[src/rtl/sprite_pkg.sv]
// Shared scan geometry, background colour and animation state encoding for the sprite renderer.
// Used by sprite_anim_renderer (optional SPRITE_FLIP_V_EN build) and sprite_anim_seq.
package sprite_pkg;

    localparam int SCAN_X_W = 10;
    localparam int SCAN_Y_W = 9;
    localparam logic [15:0] COLOR_BG = 16'hFFFF;

    typedef enum logic [0:0] {
        PLAY = 1'b0,
        DONE = 1'b1
    } anim_state_e;

    // Index width for a counter over n values, never narrower than one bit.
    function automatic int idx_w(input int n);
        return (n > 1) ? $clog2(n) : 1;
    endfunction

endpackage

[src/rtl/sprite_anim_renderer_if.sv]
// Sprite ROM bus: registered address out, ROM word back one clock later.
interface sprite_anim_renderer_if #(
    parameter int ADDR_W = 16
);
    logic [ADDR_W-1:0] rom_addr;
    logic [15:0]       rom_data;

    modport master (output rom_addr, input rom_data);
    modport slave  (input rom_addr, output rom_data);
endinterface

[src/rtl/sprite_anim_seq.sv]
// Animation frame sequencer: counts frame_tick pulses and steps frame_idx in loop or one-shot mode.
module sprite_anim_seq
    import sprite_pkg::*;
#(
    parameter int FRAMES      = 2,
    parameter int FRAME_TICKS = 8
) (
    input  logic                      clk,
    input  logic                      rst_n,
    input  logic                      anim_en,
    input  logic                      one_shot,
    input  logic                      anim_restart,
    input  logic                      frame_tick,
    output logic [idx_w(FRAMES)-1:0]  frame_idx,
    output logic                      anim_done
);

    localparam int FI_W = idx_w(FRAMES);
    localparam int TC_W = idx_w(FRAME_TICKS);
    localparam logic [FI_W-1:0] FRAME_LAST = FI_W'(FRAMES - 1);
    localparam logic [TC_W-1:0] TICK_LAST  = TC_W'(FRAME_TICKS - 1);

    anim_state_e     state_r, state_s;
    logic [TC_W-1:0] tick_cnt_r, tick_cnt_s;
    logic [FI_W-1:0] frame_idx_r, frame_idx_s, frame_nxt_s;
    logic            anim_done_r, anim_done_s;

    // Sequencer state register.
    always_ff @(posedge clk) begin
        if (!rst_n) begin
            state_r     <= PLAY;
            tick_cnt_r  <= {TC_W{1'b0}};
            frame_idx_r <= {FI_W{1'b0}};
            anim_done_r <= 1'b0;
        end else begin
            state_r     <= state_s;
            tick_cnt_r  <= tick_cnt_s;
            frame_idx_r <= frame_idx_s;
            anim_done_r <= anim_done_s;
        end
    end

    // Next-state logic; restart wins over any tick arriving in the same cycle.
    always_comb begin
        state_s     = state_r;
        tick_cnt_s  = tick_cnt_r;
        frame_idx_s = frame_idx_r;
        anim_done_s = 1'b0;
        if (frame_idx_r == FRAME_LAST) begin
            frame_nxt_s = {FI_W{1'b0}};
        end else begin
            frame_nxt_s = frame_idx_r + FI_W'(1);
        end

        if (anim_restart) begin
            state_s     = PLAY;
            tick_cnt_s  = {TC_W{1'b0}};
            frame_idx_s = {FI_W{1'b0}};
        end else begin
            case (state_r)
                PLAY: begin
                    if (frame_tick && anim_en) begin
                        if (tick_cnt_r == TICK_LAST) begin
                            tick_cnt_s  = {TC_W{1'b0}};
                            frame_idx_s = frame_nxt_s;
                            // one_shot is only consulted here, so a mid-play change applies at the next advance
                            if (one_shot && (frame_nxt_s == FRAME_LAST)) begin
                                state_s     = DONE;
                                anim_done_s = 1'b1;
                            end else begin
                                state_s = PLAY;
                            end
                        end else begin
                            tick_cnt_s = tick_cnt_r + TC_W'(1);
                        end
                    end else begin
                        tick_cnt_s = tick_cnt_r;
                    end
                end
                DONE: begin
                    state_s = DONE;
                end
                default: begin
                    state_s = PLAY;
                end
            endcase
        end
    end

    assign frame_idx = frame_idx_r;
    assign anim_done = anim_done_r;

endmodule

[src/rtl/sprite_anim_renderer.sv]
// Sprite pixel source: box hit test, multi-frame ROM addressing and colour-key transparency, 2-clk latency.
// Optional build macro SPRITE_FLIP_V_EN adds the flip_v port for vertical mirroring.
module sprite_anim_renderer
    import sprite_pkg::*;
#(
    parameter int          WIDTH       = 177,
    parameter int          HEIGHT      = 117,
    parameter int          FRAMES      = 2,
    parameter int          FRAME_TICKS = 8,
    parameter logic [15:0] TRANSPARENT = 16'h0000,
    parameter int          ADDR_W      = 16
) (
    input  logic                      clk,
    input  logic                      rst_n,
    input  logic [SCAN_X_W-1:0]       x,
    input  logic [SCAN_Y_W-1:0]       y,
    input  logic [SCAN_X_W-1:0]       posx,
    input  logic [SCAN_Y_W-1:0]       posy,
    input  logic                      isplay,
    input  logic                      flip_h,
`ifdef SPRITE_FLIP_V_EN
    input  logic                      flip_v,
`endif
    input  logic                      anim_en,
    input  logic                      one_shot,
    input  logic                      anim_restart,
    input  logic                      frame_tick,
    sprite_anim_renderer_if.master    rom,
    output logic [15:0]               color,
    output logic                      is_display,
    output logic [idx_w(FRAMES)-1:0]  frame_idx,
    output logic                      anim_done
);

    localparam int FI_W = idx_w(FRAMES);
    localparam logic [SCAN_X_W:0]   WIDTH_X   = (SCAN_X_W + 1)'(WIDTH);
    localparam logic [SCAN_Y_W:0]   HEIGHT_Y  = (SCAN_Y_W + 1)'(HEIGHT);
    localparam logic [SCAN_X_W-1:0] WIDTH_M1  = SCAN_X_W'(WIDTH - 1);
    localparam logic [SCAN_Y_W-1:0] HEIGHT_M1 = SCAN_Y_W'(HEIGHT - 1);
    localparam logic [ADDR_W-1:0]   WIDTH_A   = ADDR_W'(WIDTH);
    localparam logic [ADDR_W-1:0]   FRAME_A   = ADDR_W'(WIDTH * HEIGHT);

    logic [SCAN_X_W:0]   x_end_s;
    logic [SCAN_Y_W:0]   y_end_s;
    logic                hit_s;
    logic [SCAN_X_W-1:0] dx_raw_s, dx_s;
    logic [SCAN_Y_W-1:0] dy_raw_s, dy_s;
    logic [ADDR_W-1:0]   addr_s;
    logic [ADDR_W-1:0]   rom_addr_r;
    logic                hit_r, hit_d1_r;
    logic [15:0]         color_r;
    logic                is_display_r;

    sprite_anim_seq #(
        .FRAMES      (FRAMES),
        .FRAME_TICKS (FRAME_TICKS)
    ) u_seq (
        .clk          (clk),
        .rst_n        (rst_n),
        .anim_en      (anim_en),
        .one_shot     (one_shot),
        .anim_restart (anim_restart),
        .frame_tick   (frame_tick),
        .frame_idx    (frame_idx),
        .anim_done    (anim_done)
    );

    // Stage 0: hit test and ROM address; far edges use one extra bit so boxes near 1023/511 do not wrap.
    always_comb begin
        x_end_s  = {1'b0, posx} + WIDTH_X;
        y_end_s  = {1'b0, posy} + HEIGHT_Y;
        hit_s    = isplay && (x >= posx) && ({1'b0, x} < x_end_s)
                          && (y >= posy) && ({1'b0, y} < y_end_s);
        dx_raw_s = x - posx;
        dy_raw_s = y - posy;
        if (flip_h) begin
            dx_s = WIDTH_M1 - dx_raw_s;
        end else begin
            dx_s = dx_raw_s;
        end
`ifdef SPRITE_FLIP_V_EN
        if (flip_v) begin
            dy_s = HEIGHT_M1 - dy_raw_s;
        end else begin
            dy_s = dy_raw_s;
        end
`else
        dy_s = dy_raw_s;
`endif
        addr_s = ADDR_W'(frame_idx) * FRAME_A + ADDR_W'(dy_s) * WIDTH_A + ADDR_W'(dx_s);
    end

    // Pixel pipeline: address/hit, hit delay aligned with ROM data, then key test and output colour.
    always_ff @(posedge clk) begin
        if (!rst_n) begin
            rom_addr_r   <= {ADDR_W{1'b0}};
            hit_r        <= 1'b0;
            hit_d1_r     <= 1'b0;
            color_r      <= COLOR_BG;
            is_display_r <= 1'b0;
        end else begin
            rom_addr_r <= addr_s;
            hit_r      <= hit_s;
            hit_d1_r   <= hit_r;
            if (hit_d1_r && (rom.rom_data != TRANSPARENT)) begin
                color_r      <= rom.rom_data;
                is_display_r <= 1'b1;
            end else begin
                color_r      <= COLOR_BG;
                is_display_r <= 1'b0;
            end
        end
    end

    assign rom.rom_addr = rom_addr_r;
    assign color        = color_r;
    assign is_display   = is_display_r;

    logic unused_s;
    assign unused_s = &{1'b0, HEIGHT_M1};

endmodule

[src/flat_wrapper.sv]
// flat-port wrapper written by rule: the top's interface ports become plain ports
module sprite_anim_renderer_flat import sprite_pkg::*;
#(
    parameter int          WIDTH       = 177,
    parameter int          HEIGHT      = 117,
    parameter int          FRAMES      = 2,
    parameter int          FRAME_TICKS = 8,
    parameter logic [15:0] TRANSPARENT = 16'h0000,
    parameter int          ADDR_W      = 16
)
  (clk, rst_n, x, y, posx, posy, isplay, flip_h, anim_en, one_shot, anim_restart, frame_tick, color, is_display, frame_idx, anim_done, rom_rom_addr, rom_rom_data);
  sprite_anim_renderer_if #(.ADDR_W(ADDR_W)) rom_i ();
  input  logic clk;
  input  logic rst_n;
  input  logic [SCAN_X_W-1:0] x;
  input  logic [SCAN_Y_W-1:0] y;
  input  logic [SCAN_X_W-1:0] posx;
  input  logic [SCAN_Y_W-1:0] posy;
  input  logic isplay;
  input  logic flip_h;
  input  logic anim_en;
  input  logic one_shot;
  input  logic anim_restart;
  input  logic frame_tick;
  output logic [15:0] color;
  output logic is_display;
  output logic [idx_w(FRAMES)-1:0] frame_idx;
  output logic anim_done;
  output wire logic [$bits(rom_i.rom_addr)-1:0] rom_rom_addr;
  input wire logic [$bits(rom_i.rom_data)-1:0] rom_rom_data;
  assign rom_rom_addr = rom_i.rom_addr;
  assign rom_i.rom_data = rom_rom_data;
  sprite_anim_renderer #(.WIDTH(WIDTH), .HEIGHT(HEIGHT), .FRAMES(FRAMES), .FRAME_TICKS(FRAME_TICKS), .TRANSPARENT(TRANSPARENT), .ADDR_W(ADDR_W)) u_core (.clk(clk), .rst_n(rst_n), .x(x), .y(y), .posx(posx), .posy(posy), .isplay(isplay), .flip_h(flip_h), .anim_en(anim_en), .one_shot(one_shot), .anim_restart(anim_restart), .frame_tick(frame_tick), .rom(rom_i), .color(color), .is_display(is_display), .frame_idx(frame_idx), .anim_done(anim_done));
endmodule
[config.mk]
export PLATFORM = sky130hd
export DESIGN_NAME = sprite_anim_renderer_flat
export DESIGN_NICKNAME = d
export VERILOG_FILES = /design/src/rtl/sprite_pkg.sv /design/src/rtl/sprite_anim_renderer_if.sv /design/src/rtl/sprite_anim_seq.sv /design/src/rtl/sprite_anim_renderer.sv /design/src/flat_wrapper.sv
export SDC_FILE = /design/constraint.sdc
export NUM_CORES = 1
export LEC_CHECK = 0
export BUFFER_PORTS_ARGS = -buffer_cell sky130_fd_sc_hd__buf_2
export CORE_AREA = 5 5 99 101
export CTS_CLUSTER_DIAMETER = 40
export DETAILED_ROUTE_END_ITERATION = 6
export DIE_AREA = 0 0 104 106
export PLACE_DENSITY_LB_ADDON = 0.12
export SYNTH_ARGS = -nofsm -noshare
export SYNTH_HDL_FRONTEND = slang
export SYNTH_SLANG_ARGS = --single-unit
[constraint.sdc]
create_clock -name clk -period 7.8 [get_ports clk]
set_input_delay 0.78 -clock clk [delete_from_list [all_inputs] [get_ports clk]]
set_output_delay 0.78 -clock clk [all_outputs]
set_load 0.1 [all_outputs]
==> metrics.cfg, run 1 <==
[sta]
fin_crit_ns=6.19
finalCritPeriodShare=0.794
tns_ns=0
rsz0062_at_grt=no
clock.fmax_mhz=162
drv_slew=0
whs_ns=0.439
slew_headroom=0.518
fin_worst_skew_ns=0.00266
worst_pin_slew_ns=0.722
finalHoldViolCount=0
finalSetupViolCount=0

[floorplanning]
die_y_um=106
die_x_um=104
die_area_um2=11000
core_um2=8930
io_pins=97
fp-row-count=35
start_util=0.522

[finish]
final_common_cell=ha_1
final_cell_mix=ha_1, buf_2, inv_1
antennaDiodeCount=0
drive_above_1_share=0.196
nets=806
syn2layout_area_growth_pct=15.4

[power]
p_leak_nw=2.80
power_density_nw_per_um2=394
power_mw=2.12
ir_drop_v=0.000222

[global_routing]
grt_pass1_vias=3873
grt_pass1_wl_um=16400
grt_max_degree=21
grt_remaining_overflow=0
antenna_found_initial=0
grtUsageTotal=0.171

[critical_path]
startpoint_type=primary input
reg2reg_depth=15
crit_family=adder cells
required_ns=7.98
path_max_fanout=3
slowest_delay_ns=0.54
worst_ep_arrival_time_ns=6.37
r2r_setup_slack_ns=3.28
reg2reg_from=u_core.u_seq.frame_idx
crit_buf_inv=4
crit_type=in -> reg
r2r-end=u_core.rom.rom_addr[15]
worst_path_most_repeated_cell=ha_1
slowest_stage=fa_1
cp-end-kind=flop

[yosys]
netlist_instances=518
synth-main-ff-cell=dfxtp_1
syn_nets=706
async_flop_share=0
synth.avg_cell_area_um2=9.00
yosysWarnings=0
syn_area_um2=4660
seq_area_frac_synth=0.176
yosys.cell_types.count=56
yosys.area.top_type=ha_1
synth_area_leaders=ha_1, dfxtp_1, fa_1
synth_seq_cells=41
synth_edf_count=0
synth_top_area_frac=0.279

[cts]
path_clk_slew_ns=0.07
cts_buffer_depth=2
post_cts_buffers=0
cts_sinks=41
clock_latency_ns=0.28
h-tree-depth=2
cts_hold_buf=0
cts_buffers=5
cts_resized=0
cts_tree=built
ctsRootBufferMaster=clkbuf_8

[drt]
drtPass1Iterations=4
drc=0
wire_per_inst_um=12.6
via_count=3785
antenna_left=0
vias_per_cell=5.19
routed_wirelength_um=9160
first_iter_violations=67

[placed_design]
io_buffers=96
place_congestion=0.816
dp_hpwl_um=8150

[hold_path]
holdPathStages=1
hold_class=reg -> reg
hold_path_end=u_core.hit_d1_r
min-delay-start=u_core.hit_r

[outcome]
outcome=completed

[run]
maxCapViolCount=0

[how the worst max path moves through the flow]
stage	from	end	slack [ns]	depth (start not counted)
final	posy[1]	u_core.rom.rom_addr[15]	1.61	25
after global routing	posy[1]	u_core.rom.rom_addr[15]	1.30	25
after detailed placement	posy[1]	u_core.rom.rom_addr[15]	1.40	25
after floorplan	posy[1]	u_core.rom.rom_addr[15]	1.99	24
after global placement	posy[1]	u_core.rom.rom_addr[15]	1.58	25
after CTS	posy[1]	u_core.rom.rom_addr[15]	1.68	25
[cell families after synthesis]
group	count (synthesis)	synth area share
fa+ha+maj	126	0.373
buf+inv	81	0.0652
mux	2	0.00429
simple gates	122	0.145
compound gates	98	0.141
xor+xnor	48	0.0950
flops	41	0.176
[cells in the mapped netlist, types with 7 or more instances]
cell,count
a21oi_1,23
xnor2_1,31
a21o_1,9
dfxtp_1,41
nand2_1,17
nor3_1,8
fa_1,22
inv_1,78
o21a_1,7
nand2b_1,21
xor2_1,14
nand3_1,7
ha_1,104
and2_1,14
o21ai_0,20
nor2_1,23
[layer usage]
layer	vias up	GRT usage	part of all wire	routed length, µm
met5	-	0	0	0
met4	0	0.0342	0.0091	83
met3	6	0.0279	0.061	557
met2	106	0.311	0.48	4360
met1	1701	0.213	0.45	4160
li1	1972	-	-	-
[per-stage QoR]
step / instance area, µm² / cells / util / setup WS, ns
after floorplan: 4660 / 518 / - / 1.99
after global placement: 5270 / 722 / 0.590 / 1.58
after detailed placement: 5270 / 722 / 0.590 / 1.40
after CTS: 5380 / 729 / 0.602 / 1.68
after global routing: 5380 / 729 / 0.603 / 1.30
final: 5380 / 729 / 0.603 / 1.61
[worst reg2reg max path, stage by stage (launching register included)]
cell and delay, ns:
dfxtp_1 0.65, ha_1 0.35, ha_1 0.31, fa_1 0.49, inv_1 0.06, fa_1 0.51
fa_1 0.54, inv_1 0.04, ha_1 0.32, or2_2 0.13, o31ai_1 0.06, a21o_1 0.17
o21ai_0 0.31, nand3_1 0.16, a21oi_1 0.14, and3b_1 0.18
[sequential cells by signal, indices dropped and copies added, names as in the netlist]
signal	cells
u_core.u_seq.state_r	1
u_core.u_seq.frame_idx	1
u_core.u_seq.anim_done	1
u_core.hit_d1_r	1
u_core.color	16
u_core.u_seq.tick_cnt_r	3
u_core.rom.rom_addr	16
u_core.hit_r	1
u_core.is_display	1
[final cells by class]
class,count,area (µm²)
multi-input cells,396,3550
clock buffers,5,68.8
well taps,111,139
clock inverters,2,35.0
inverters,78,293
fillers,827,3550
flip-flops and latches,41,821
repair buffers,96,480
[power by group]
group	switching [mW]	internal, mW
Clock	0.0667	0.0930
Sequential	0.00677	0.254
Combinational	1.00	0.700
Total	1.08	1.05
No activity file was read; power rests on OpenSTA's default activity.
==> inputs of run 2 (changes only) <==
--- a/config.mk
+++ b/config.mk
@@ -5,11 +5,12 @@
 export SDC_FILE = /design/constraint.sdc
 export NUM_CORES = 1
 export LEC_CHECK = 0
+export ABC_AREA = 1
 export BUFFER_PORTS_ARGS = -buffer_cell sky130_fd_sc_hd__buf_2
-export CORE_AREA = 5 5 99 101
+export CORE_AREA = 5 5 102 104
 export CTS_CLUSTER_DIAMETER = 40
 export DETAILED_ROUTE_END_ITERATION = 6
-export DIE_AREA = 0 0 104 106
+export DIE_AREA = 0 0 107 109
 export PLACE_DENSITY_LB_ADDON = 0.12
 export SYNTH_ARGS = -nofsm -noshare
 export SYNTH_HDL_FRONTEND = slang
==> constraint.sdc (replaced) <==
create_clock -name clk -period 6.45 [get_ports clk]
set_input_delay 0.645 -clock clk [delete_from_list [all_inputs] [get_ports clk]]
set_output_delay 0.645 -clock clk [all_outputs]
set_load 0.1 [all_outputs]
==> metrics.cfg, run 2 <==
[power]
power_density_nw_per_um2=460
ir_drop_v=0.000309
p_leak_nw=3.29

[finish]
syn2layout_area_growth_pct=14.1
stdcell_count=897
final_cell_mix=inv_1, nand2_1, ha_1
fin_area_um2=5680
nets=970
drive_above_1_share=0.152
antennaDiodeCount=0
final_common_cell=inv_1

[cts]
cts_tree=built
cts_sinks=41
ctsRootBufferMaster=clkbuf_8
clock_latency_ns=0.30
cts_buffer_depth=2
h-tree-depth=2
path_clk_slew_ns=0.09
post_cts_buffers=0
cts_resized=0
cts_hold_buf=0
cts_buffers=5

[critical_path]
slowest_delay_ns=0.54
crit_type=in -> reg
crit_family=adder cells
crit_path_cell_trace=buf_2, inv_1, ha_1, inv_1, o31ai_1, xor2_1, ha_1, inv_1, fa_1, inv_1, fa_1, fa_1, inv_1, fa_1, inv_1, ha_1, nand2_1, nor2_1, nand3_1, nand3_1, a21boi_1, or2_0, and2_1
required_ns=6.64
path_max_fanout=5
worst_path_most_repeated_cell=inv_1
cp-end-kind=flop
startpoint_type=primary input
crit_buf_inv=7
slowest_stage=fa_1
worst_ep_arrival_time_ns=5.77

[drt]
first_iter_violations=93
via_count=4401
vias_per_cell=4.91
wire_per_inst_um=11.5
antenna_left=0
drc=0
drtPass1Iterations=4
routed_wirelength_um=10300

[placed_design]
io_buffers=96
dp_cells=889
place_area_um2=5580
dp_hpwl_um=9260
place_congestion=0.898

[yosys]
yosysWarnings=0
synth-main-ff-cell=dfxtp_1
async_flop_share=0
yosys.area.top_type=ha_1
synth_area_leaders=ha_1, dfxtp_1, inv_1
synth_seq_cells=41
synth.avg_cell_area_um2=7.29
netlist_instances=682
synth.top_cells.by_count=inv_1, nand2_1, ha_1
synth_top_area_frac=0.262
yosysMostFrequentCell=inv_1
syn_area_um2=4970
yosys.cell_types.count=36
syn_nets=870
synth_edf_count=0
seq_area_frac_synth=0.165

[sta]
finalSetupViolCount=0
drv_slew=0
rsz0062_at_grt=no
fin_worst_skew_ns=0.0159
worst_pin_slew_ns=1.24
fin_crit_ns=5.58
slew_headroom=0.164
finalCritPeriodShare=0.865
finalHoldViolCount=0
tns_ns=0
clock.fmax_mhz=179

[floorplanning]
die_x_um=107
io_pins=97
die_area_um2=11700
die_y_um=109
start_util=0.526
fp-row-count=36
core_um2=9460

[global_routing]
grt_pass1_wl_um=18400
antenna_found_initial=0
grt_remaining_overflow=0
grtUsageTotal=0.188
grt_pass1_vias=4437
grt_max_degree=19

[outcome]
outcome=completed

[hold_path]
hold_class=reg -> reg

[run]
maxCapViolCount=0

run 2: cell types whose count changed after synthesis, moves of 21 or more:
cell,delta
nand2_1,+115
inv_1,+70
nand3_1,+26
nand2b_1,-21
xnor2_1,-25
a21oi_1,+21
run 2: path summary, 6_finish.rpt:
check	depth (start not counted)	from	slack [ns]	to
setup / recovery	23	posy[2]	0.87	u_core.rom.rom_addr[12]
hold / removal	2	u_core.hit_r	0.43	u_core.hit_d1_r
setup reg to reg	15	u_core.u_seq.frame_idx	2.18	u_core.rom.rom_addr[13]
hold reg to reg	2	u_core.hit_r	0.43	u_core.hit_d1_r
run 2: power by group:
group          switching [mW]  internal (mW)
clock                  0.0920         0.0780
sequential            0.00782          0.305
combinational            1.40          0.736
total                    1.49           1.12
run 2: area by class of cell:
class / instances / area [µm²]
Clock buffer: 5 / 68.8
Multi-Input combinational cell: 489 / 3580
Fill cell: 893 / 3780
Sequential cell: 41 / 821
Inverter: 149 / 559
Clock inverter: 3 / 25.0
Tap cell: 114 / 143
Timing Repair Buffer: 96 / 480
run 2: kinds of logic (layout without fill, tap and decap cells):
logic type / Yosys count / after routing / share of synthesized area
simple gates: 238 / 238 / 0.206
fa+ha+maj: 126 / 126 / 0.350
xor+xnor: 30 / 30 / 0.0543
compound gates: 95 / 95 / 0.109
buf+inv: 152 / 253 / 0.115
flops: 41 / 41 / 0.165
run 2: metrics by stage:
stage | power (mW) | worst slack, ns | util | hold slack, ns
global placement | 2.39 | 0.720 | 0.590 | 0.404
global route | 2.99 | 0.339 | 0.600 | 0.446
CTS | 2.62 | 0.873 | 0.600 | 0.426
floorplan | 2.02 | 1.10 | - | 0.390
finish | 2.61 | 0.869 | 0.600 | 0.428
detailed placement | 2.43 | 0.572 | 0.590 | 0.406
run 2: tightest hold or removal path: cells and delay by family (launching register included):
family	cells	cell delay [ns]
buffers and inverters	1	0.04
flip-flops	1	0.32
AND/OR/NAND/NOR	1	0.05
run 2: per-layer routing:
layer / GRT usage / share of wire
met1: 0.231 / 0.46
met4: 0.0502 / 0.015
met3: 0.0178 / 0.038
met5: 0 / 0
met2: 0.353 / 0.49
==> inputs of run 3 (changes only) <==
--- a/config.mk
+++ b/config.mk
@@ -5,12 +5,13 @@
 export SDC_FILE = /design/constraint.sdc
 export NUM_CORES = 1
 export LEC_CHECK = 0
-export ABC_AREA = 1
+export ABC_AREA = 0
 export BUFFER_PORTS_ARGS = -buffer_cell sky130_fd_sc_hd__buf_2
-export CORE_AREA = 5 5 102 104
+export CORE_AREA = 5 5 131 133
 export CTS_CLUSTER_DIAMETER = 40
 export DETAILED_ROUTE_END_ITERATION = 6
-export DIE_AREA = 0 0 107 109
+export DIE_AREA = 0 0 136 138
+export GPL_ROUTABILITY_DRIVEN = 0
 export PLACE_DENSITY_LB_ADDON = 0.12
 export SYNTH_ARGS = -nofsm -noshare
 export SYNTH_HDL_FRONTEND = slang
==> metrics.cfg, run 3 (synthesis gave the netlist of run 1 again) <==
[outcome]
outcome=completed

[finish]
post-route-util=0.355
syn2layout_area_growth_pct=19.7
fillers=1657
drive_above_1_share=0.201
nets=810
final_cell_mix=ha_1, buf_2, inv_1
fin_area_um2=5580
final_common_cell=ha_1
antennaDiodeCount=0

[power]
p_leak_nw=2.83
p_int_mw=1.30
pwr-share-seq=0.119
p_sw_mw=1.33
switching_share=0.506
ir_drop_v=0.000288
clkPwrFrac=0.094
power_density_nw_per_um2=473
comb_power_share=0.787
power_mw=2.64

[cts]
ctsRootBufferMaster=clkbuf_16
cts_buffers=5
path_clk_slew_ns=0.06
cts_buffer_depth=2
clock_latency_ns=0.28
cts_tree=built
cts_sinks=41
h-tree-depth=2
cts_hold_buf=0
post_cts_buffers=0
cts_resized=0

[sta]
rsz0062_at_grt=no
finalCritPeriodShare=0.917
fin_worst_skew_ns=0.00467
finalSetupViolCount=0
drv_slew=0
tns_ns=0
clock.fmax_mhz=169
worst_pin_slew_ns=0.549
slew_headroom=0.629
setup_ws_ns=0.538
fin_crit_ns=5.91
finalHoldViolCount=0

[run]
maxCapViolCount=0

[global_routing]
grt_pass1_wl_um=17500
grt_max_degree=21
grt_pass1_vias=3905
antenna_found_initial=1
grt_remaining_overflow=0
grtUsageTotal=0.109

[drt]
wire_per_inst_um=12.3
vias_per_cell=4.44
via_count=3726
first_iter_violations=143
drc=0
drtPass1Iterations=4
routed_wirelength_um=10300
antenna_left=0

[floorplanning]
die_area_um2=18800
die_x_um=136
die_y_um=138
core_um2=15700
fp-row-count=46
start_util=0.297
io_pins=97

[placed_design]
io_buffers=96
dp_hpwl_um=9210
dpl_worst_slack_ns=0.261
place_area_um2=5430

[critical_path]
required_ns=6.62
r2r_setup_slack_ns=1.99
crit_type=in -> reg
cp-end-kind=flop
startpoint_type=primary input
path_max_fanout=3
worst_ep_arrival_time_ns=6.08

[hold_path]
hold_class=reg -> reg

run 3: cell count changes in the layout (fill, tap and decap cells not counted), moves of 9 or more:
cell and change:
nand2_1 -115, inv_1 -70, nand3_1 -26, xnor2_1 +25
a21oi_1 -21, nand2b_1 +21, nor2_1 -15, and2_1 +12
xor2_1 -9
run 3: path summary, 6_finish.rpt:
path / from / to / cells past startpoint
hold / removal: u_core.hit_r / u_core.hit_d1_r / 1
hold reg to reg: u_core.hit_r / u_core.hit_d1_r / 1
setup reg to reg: u_core.u_seq.frame_idx / u_core.rom.rom_addr[15] / 15
setup / recovery: posy[1] / u_core.rom.rom_addr[15] / 25
run 3: per-stage QoR:
| step | cells | hold WS, ns |
|---|---|---|
| after floorplan | 518 | 0.412 |
| after global placement | 831 | 0.422 |
| after detailed placement | 831 | 0.419 |
| after CTS | 839 | 0.435 |
| after global routing | 839 | 0.446 |
| final | 839 | 0.437 |
run 3: final cells by class:
type | count | area (µm²) | area share
inverters | 78 | 293 | 0.0524
flip-flops and latches | 41 | 821 | 0.147
multi-input cells | 396 | 3540 | 0.634
clock inverters | 3 | 25.0 | 0.00448
repair buffers | 100 | 510 | 0.0914
clock buffers | 5 | 125 | 0.0224
well taps | 216 | 270 | 0.0484
run 3: critical path, stage by stage:
cell      delay [ns]
buf_2           0.10
inv_1           0.06
ha_1            0.28
nor2b_1         0.13
o21ai_0         0.19
a21boi_0        0.17
o31a_1          0.30
o21ai_0         0.16
nand2b_1        0.11
xor2_1          0.29
ha_1            0.30
ha_1            0.31
fa_1            0.49
inv_1           0.05
fa_1            0.50
fa_1            0.55
inv_1           0.04
ha_1            0.31
or2_2           0.13
o31ai_1         0.06
a21o_1          0.17
o21ai_0         0.27
nand3_1         0.14
a21oi_1         0.14
and3b_1         0.19
run 3: per-layer routing:
| layer | GRT usage | vias to the layer above | part of all wire |
|---|---|---|---|
| met5 | 0 | - | 0.00068 |
| met4 | 0.0186 | 2 | 0.0065 |
| met3 | 0.0192 | 8 | 0.055 |
| met2 | 0.180 | 80 | 0.45 |
| met1 | 0.149 | 1653 | 0.49 |
| li1 | - | 1983 | - |
run 3: power groups by stage:
| stage | sequential, mW | combinational, mW | clock [mW] |
|---|---|---|---|
| 4_1_cts | 0.315 | 2.12 | 0.258 |
| 2_1_floorplan | 0.604 | 1.42 | 0 |
| 6_report | 0.315 | 2.08 | 0.248 |
| 3_3_place_gp | 0.323 | 2.10 | 0 |
| 3_5_place_dp | 0.321 | 2.10 | 0 |
| 5_1_grt | 0.319 | 2.37 | 0.266 |
